## config.mk

```make
export PLATFORM = sky130hd
export DESIGN_NAME = exe_div_issue
export DESIGN_NICKNAME = d
export VERILOG_FILES = /design/src/rtl/exe_div_issue.sv
export SDC_FILE = /design/constraint.sdc
export NUM_CORES = 1
export LEC_CHECK = 0
export CAP_MARGIN = 40
export CORE_UTILIZATION = 39
export CTS_BUF_LIST = sky130_fd_sc_hd__clkbuf_8
export DETAILED_ROUTE_END_ITERATION = 7
export PLACE_DENSITY = 0.69
export SETUP_SLACK_MARGIN = 0.15
export SLEW_MARGIN = 25
export SYNTH_ARGS = -nofsm -noshare
export SYNTH_HDL_FRONTEND = slang
export SYNTH_SLANG_ARGS = --single-unit
```

## constraint.sdc

```tcl
create_clock -name clk -period 3.83 [get_ports clk]
set_input_delay 0.5745 -clock clk [delete_from_list [all_inputs] [get_ports clk]]
set_output_delay 0.5745 -clock clk [all_outputs]
set_load 0.02 [all_outputs]
```

## src/rtl/exe_div_issue.sv

```systemverilog
// Issue/writeback sequencer for an external iterative divider.
// Handles RISC-V DIV/DIVU/REM/REMU: bypasses divide-by-zero and signed overflow,
// sends operand magnitudes to the divider, applies sign correction on the result,
// and times out a divider that never answers.
module exe_div_issue #(
    parameter int unsigned TIMEOUT = 64
) (
    input  logic        clk,
    input  logic        rst,
    input  logic        req_valid,
    input  logic [1:0]  req_op,
    input  logic [31:0] req_rs1,
    input  logic [31:0] req_rs2,
    input  logic [4:0]  req_rd,
    output logic        req_ready,
    output logic        div_start,
    output logic [31:0] div_a,
    output logic [31:0] div_b,
    input  logic        div_valid,
    input  logic [31:0] div_q,
    input  logic [31:0] div_r,
    output logic        stall,
    output logic        wb_valid,
    output logic [4:0]  wb_rd,
    output logic [31:0] wb_data,
    input  logic        wb_ready,
    output logic        err
);

    typedef enum logic [2:0] {
        IDLE,
        LAUNCH,
        WAIT,
        FIX,
        WB
    } state_t;

    // Last WAIT count before the divider is declared hung.
    localparam logic [6:0] LAST_CNT = 7'(TIMEOUT - 1);

    state_t      state_q;
    logic [1:0]  op_q;
    logic [31:0] rs1_q;
    logic [31:0] rs2_q;
    logic [4:0]  rd_q;
    logic [6:0]  cnt_q;
    logic [31:0] q_q;
    logic [31:0] r_q;
    logic        req_ready_q;
    logic        div_start_q;
    logic        wb_valid_q;
    logic [31:0] wb_data_q;
    logic        err_q;

    // op[0] = unsigned, op[1] = remainder.
    logic        req_bypass;
    logic [31:0] bypass_data;
    logic        op_signed;
    logic [31:0] mag_a;
    logic [31:0] mag_b;
    logic        res_neg;
    logic [31:0] res_mag;
    logic [31:0] fix_data;

    // Decode special-case requests that never reach the divider.
    always_comb begin
        logic div_zero;
        logic ovf;
        div_zero    = (req_rs2 == '0);
        ovf         = !req_op[0] && (req_rs1 == 32'h8000_0000) && (req_rs2 == '1);
        req_bypass  = div_zero || ovf;
        bypass_data = '0;
        if (div_zero) begin
            bypass_data = req_op[1] ? req_rs1 : '1;
        end else if (ovf) begin
            bypass_data = req_op[1] ? 32'h0 : 32'h8000_0000;
        end
    end

    // Operand magnitudes and signed result correction from the latched request.
    always_comb begin
        op_signed = !op_q[0];
        mag_a     = (op_signed && rs1_q[31]) ? -rs1_q : rs1_q;
        mag_b     = (op_signed && rs2_q[31]) ? -rs2_q : rs2_q;
        res_mag   = op_q[1] ? r_q : q_q;
        res_neg   = op_signed && (op_q[1] ? rs1_q[31] : (rs1_q[31] ^ rs2_q[31]));
        fix_data  = res_neg ? -res_mag : res_mag;
    end

    // Control FSM with registered handshake, launch, writeback and error outputs.
    always_ff @(posedge clk) begin
        if (rst) begin
            state_q     <= IDLE;
            op_q        <= '0;
            rs1_q       <= '0;
            rs2_q       <= '0;
            rd_q        <= '0;
            cnt_q       <= '0;
            q_q         <= '0;
            r_q         <= '0;
            req_ready_q <= 1'b1;
            div_start_q <= 1'b0;
            wb_valid_q  <= 1'b0;
            wb_data_q   <= '0;
            err_q       <= 1'b0;
        end else begin
            div_start_q <= 1'b0;
            err_q       <= 1'b0;
            case (state_q)
                IDLE: begin
                    if (req_valid) begin
                        op_q        <= req_op;
                        rs1_q       <= req_rs1;
                        rs2_q       <= req_rs2;
                        rd_q        <= req_rd;
                        cnt_q       <= '0;
                        req_ready_q <= 1'b0;
                        if (req_bypass) begin
                            wb_valid_q <= 1'b1;
                            wb_data_q  <= bypass_data;
                            state_q    <= WB;
                        end else begin
                            div_start_q <= 1'b1;
                            state_q     <= LAUNCH;
                        end
                    end
                end
                LAUNCH: begin
                    cnt_q   <= '0;
                    state_q <= WAIT;
                end
                WAIT: begin
                    // A result in the timeout cycle still takes priority.
                    if (div_valid) begin
                        q_q     <= div_q;
                        r_q     <= div_r;
                        state_q <= FIX;
                    end else if (cnt_q == LAST_CNT) begin
                        err_q      <= 1'b1;
                        wb_valid_q <= 1'b1;
                        wb_data_q  <= '0;
                        state_q    <= WB;
                    end else begin
                        cnt_q <= cnt_q + 7'd1;
                    end
                end
                FIX: begin
                    wb_valid_q <= 1'b1;
                    wb_data_q  <= fix_data;
                    state_q    <= WB;
                end
                WB: begin
                    if (wb_ready) begin
                        wb_valid_q  <= 1'b0;
                        req_ready_q <= 1'b1;
                        state_q     <= IDLE;
                    end
                end
                default: begin
                    req_ready_q <= 1'b1;
                    state_q     <= IDLE;
                end
            endcase
        end
    end

    assign req_ready = req_ready_q;
    assign div_start = div_start_q;
    assign div_a     = ((state_q == LAUNCH) || (state_q == WAIT)) ? mag_a : '0;
    assign div_b     = ((state_q == LAUNCH) || (state_q == WAIT)) ? mag_b : '0;
    // Acceptance cycle stalls too, so the upstream stage holds while the request is taken.
    assign stall     = (state_q != IDLE) || (req_valid && !rst);
    assign wb_valid  = wb_valid_q;
    assign wb_rd     = rd_q;
    assign wb_data   = wb_data_q;
    assign err       = err_q;

endmodule
```

; ---- Word-level counts from Yosys, hierarchy flattened
; Cells that the tools add are included.
[op_classes]
reduce_logical = 28
add_sub_neg = 4
mux = 37
bitwise = 5
eq_ne = 14
[ops]
columns = cell, n
row1 = 2-to-1 mux 32 bit, 14
row2 = negator 32 bit, 3
row3 = case mux 32 bit (3 select lines), 1
row4 = == test 32 bit (second input constant), 2
row5 = zero test 32 bit, 1
row6 = 2-to-1 mux 7 bit, 3
row7 = case mux 7 bit (3 select lines), 1
row8 = 2-to-1 mux 3 bit, 5
row9 = case mux 3 bit (5 select lines), 1
row10 = inequality test 2 bit (second input constant), 6
row11 = 2-to-1 mux 1 bit, 10
row12 = nonzero test 3 bit, 3
row13 = OR reduction 3 bit, 3
row14 = adder 7 x 1 -> 7 bit (second input constant), 1
row15 = == test 7 x 6 -> 1 bit (second input constant), 1
row16 = == test 3 x 2 -> 1 bit (second input constant), 2
row17 = logical AND 1 bit, 6
row18 = AND reduction 3 bit, 2
row19 = AND reduction 6 bit, 1
row20 = AND reduction 5 bit, 1
row21 = NOT 1 bit, 4
row22 = case mux 1 bit (4 select lines), 1
row23 = AND reduction 2 bit, 2
row24 = AND reduction 4 bit, 1
row25 = other kinds (9), 13
[word_totals]
word_cells = 101
output_inout_bits = 106
input_bits = 140
regBits = 181

; ---- Depth between registers and ports, before layout
[depth]
word_depth = 8
ltp_mapped = 14
depth_no_buf = 9

; ---- Worst setup path after synthesis
; OpenSTA, ideal clock, no wires.
[synth_timing]
path_kind = reg-to-output
start = register rs1_q[1]
end = output port div_a[26]
stages_incl_launch_ff = 10
slack_ns = 1.013
path_buffers = 0
t_arrival_ns = 2.243
t_required_ns = 3.256
path_cell_list = dfxtp_1 inv_1 ha_1 or4b_1 o21ai_1 o21ai_1 a21oi_2 a21boi_0 xor2_1 nor2_1
[synth_via]
elab_chain_len = 3
[synth_lines]
columns = element, line
row1 = start: declaration, 43  ; logic [31:0] rs1_q;
row2 = start signal: assignment, 113  ; rs1_q <= req_rs1;
row3 = negator 32 bit, 83  ; mag_a = (op_signed && rs1_q[31]) ? -rs1_q : rs1_q;
row4 = 2-to-1 mux 32 bit, 83
row5 = 2-to-1 mux 32 bit, 169  ; assign div_a = ((state_q == LAUNCH) || (state_q == WAIT)) ? mag_a : '0;
row6 = end: declaration, 17  ; output logic [31:0] div_a,
; Every way passes these cells.

; ---- Worst setup path after layout
[layout_timing]
start = register rs1_q[8]
end = output port div_a[19]
; Same word-level chain as after synthesis.

==> flow_summary.json <==
{
  "setup_viol": 0,
  "hold_ws_ns": 0.4629,
  "synthCells": 1370,
  "timing.final.crit_share": 0.9359,
  "slew_headroom": 0.5095,
  "peakVddDrop_mv": 0.3832,
  "stdcell_count": 1916,
  "met1_usage": 0.3186,
  "synth_fp_nets": 1514,
  "p_per_area_mw_per_mm2": 618.9,
  "worst_setup_path_end_kind": "output port",
  "cts_root_buffer": "clkbuf_8",
  "final.min_clock_period_ns": 3.584,
  "synth_top_cell_area_share": 0.3607,
  "io_pins": 246,
  "crit_family": "simple AND/OR/NAND/NOR gates",
  "clkTransAtPathRegs_ns": 0.11,
  "worstPathRequired_ns": 3.26,
  "worstSetupPathType": "reg -> out",
  "ys_warn_count": 0,
  "drc_errors": 0,
  "gp_congestion": 0.8852,
  "path_common_cell": "nor2_1",
  "synth_area_mm2": 0.01004,
  "cp_slowest_cell": "clkdlybuf4s50_1",
  "maxCapViolCount": 0,
  "drtIter0Drc": 615,
  "dieArea_mm2": 0.02640,
  "clock_skew_ns": 0.01476,
  "yosys-top-cells-area": "dfxtp_1 (36%), nand2_1 (12%), a21oi_1 (10%)",
  "synth_async_sr_flop_share": 0,
  "cts_tree": "done",
  "clock_latency_ns": 0.49,
  "antenna_found_initial": 0,
  "wl_per_cell_um": 16.53,
  "portBuffers": 245,
  "rsz0062_at_grt": "no",
  "synth_edf_count": 0,
  "pre_cts_ws_ns": 0.3512,
  "arrival_ns": 3.01,
  "met3_usage": 0.03947,
  "cts.sinks": 181,
  "syn_avg_cell_area_um2": 7.332,
  "grt_max_degree": 71,
  "dpl.cell_count": 1878,
  "startpoint_type": "flip-flop",
  "die_w_um": 162.5,
  "hold_violations": 0,
  "layout_setup_ws_ns": 0.2456,
  "num_antenna_cells": 0,
  "start_util": 0.3977,
  "critical_path_peak_fanout": 6,
  "ant_nets": 0,
  "power.total_mw": 8.242,
  "grt_first_pass_wirelength_um": 49270,
  "first_pass_iters": 5,
  "hold_class": "reg -> reg",
  "synth_seq_cells": 181,
  "top_usage_layer": "met2",
  "clock_path_buffers": 2,
  "crit_chain": "or4_1 > nor2_1 > nand4_1 > buf_4 > o21ai_0 > xor2_1 > nor2_1 > clkdlybuf4s50_1",
  "synth_area_leader_cell": "dfxtp_1",
  "yosysUniqueCellTypes": 72,
  "syn_to_final_growth_pct": 32.57,
  "grt_pass1_vias": 9166,
  "ctsHtreeMaxLevel": 4,
  "vias": 10060,
  "gr-total-overflow": 0,
  "status": "finished, final reports clean",
  "hpwl_um": 24260,
  "cts_inserted_buffers": 17,
  "fin_setup_tns_ns": 0,
  "slowest_delay_ns": 0.63,
  "drive_gt1_frac": 0.06873,
  "clock.fmax_ghz": 0.2790,
  "grtUsageTotal": 0.2364,
  "ys.flop_type": "dfxtp_1",
  "critPathBufInv": 2,
  "yosysSeqAreaShare": 0.3607,
  "met2_usage": 0.3735,
  "nets": 1717,
  "worst_pin_slew_ns": 0.7358,
  "core_area_mm2": 0.02525,
  "viasPerCell": 5.253,
  "p_leak_nw": 4.864,
  "wl_um": 31680,
  "rows": 58,
  "die_h_um": 162.5,
  "drv_slew": 0
}
[worst paths after layout]
| path | start | end | slack, ns | cells past startpoint |
|---|---|---|---|---|
| worst max-delay path | rs1_q[8]$_SDFFE_PP0P_ | div_a[19] | 0.25 | 8 |
| worst min register to register | r_q[30]$_SDFFE_PP0P_ | r_q[30]$_SDFFE_PP0P_ | 0.46 | 2 |
| worst min-delay path | r_q[30]$_SDFFE_PP0P_ | r_q[30]$_SDFFE_PP0P_ | 0.46 | 2 |
| worst max register to register | op_q[1]$_SDFFE_PP0P_ | wb_data[31]$_SDFFE_PP0P_ | 0.83 | 8 |
[synthesized netlist by cell type (all sizes together) (3+ instances only)]
cell type / n
nand2: 313
a21oi: 204
dfxtp: 181
nor2: 129
clkbuf: 70
nor3: 49
xnor2: 45
xor2: 41
mux2i: 33
o21ai: 32
inv: 30
nor4: 27
buf: 22
nand2b: 19
a211oi: 17
or3: 12
o31ai: 11
nand4: 10
o22ai: 10
or4: 10
nor2b: 8
nor3b: 8
o41ai: 8
and3: 7
nand3: 7
a31oi: 6
and2: 5
a22oi: 4
ha: 4
nand3b: 4
or4b: 4
mux2: 3
nand4b: 3
nor4b: 3
o21a: 3
o32ai: 3
[power by group]
group	switching, mW	internal (mW)	total (mW)
Clock	0.790	0.499	1.29
Sequential	0.391	2.24	2.63
Combinational	2.52	1.81	4.32
[area by class of cell]
cell class | count | area (um^2)
fillers | 2524 | 11940
multi-input cells | 1067 | 5977
flip-flops and latches | 181 | 3625
repair buffers | 276 | 2810
well taps | 330 | 412.9
clock buffers | 18 | 247.7
clock inverters | 14 | 131.4
inverters | 30 | 112.6
[cells by family (layout without fill, tap and decap cells)]
logic type / Yosys count / in the layout / share of synthesized area
fa+ha+maj: 4 / 4 / 0.004983
xor+xnor: 86 / 86 / 0.07499
buf+inv: 122 / 338 / 0.05419
simple gates: 623 / 623 / 0.2811
compound gates: 318 / 318 / 0.1877
flops: 181 / 181 / 0.3607
mux: 36 / 36 / 0.03625
[tightest hold or removal path, delay by kind of cell, from the launching register on]
family / cells / cell delay [ns]
compound gates: 1 / 0.05
flops: 1 / 0.32
simple gates: 1 / 0.05
[state kept, by name, indices dropped and copies added (netlist names), 2 cells and up]
name and cells:
cnt_q 7, op_q 2, q_q 32, r_q 32, rs1_q 32, rs2_q 32
state_q 3, wb_data 32, wb_rd 5
[per-layer routing]
metal	part of all wire	routed length, um	vias up
met2	0.45	14330	316
met4	0.030	960	0
met5	0	0	-
met1	0.46	14530	4590
met3	0.058	1852	54
li1	-	-	5104
[placed cells by master, fill, tap and decap left out, types with 10 or more instances in the layout]
cell,instances
a211oi_1,16
a21oi_1,202
buf_4,25
clkbuf_8,18
clkdlybuf4s50_1,218
dfxtp_1,180
dlymetal6s2s_1,17
inv_1,30
mux2i_1,33
nand2_1,310
nand2b_1,19
nor2_1,129
nor3_1,46
nor4_1,24
o21ai_0,24
o31ai_1,10
or3_1,12
xnor2_1,43
xor2_1,41
[stage by stage]
| step | utilization | cell area (um^2) |
|---|---|---|
| after global routing | 0.5273 | 13320 |
| after global placement | 0.5035 | 12720 |
| after detailed placement | 0.5043 | 12740 |
| final | 0.5273 | 13320 |
| after floorplan | - | 10040 |
| after CTS | 0.5221 | 13190 |
[repair_timing]
item	in CTS	in global routing
setup endpoints to repair	23	20
hold endpoints to repair	0	0
hold buffers	0	0
gates resized for setup	22	28
setup buffers	3	1
pin swaps	2	1
Note: power is estimated with default switching activity, not from simulation.
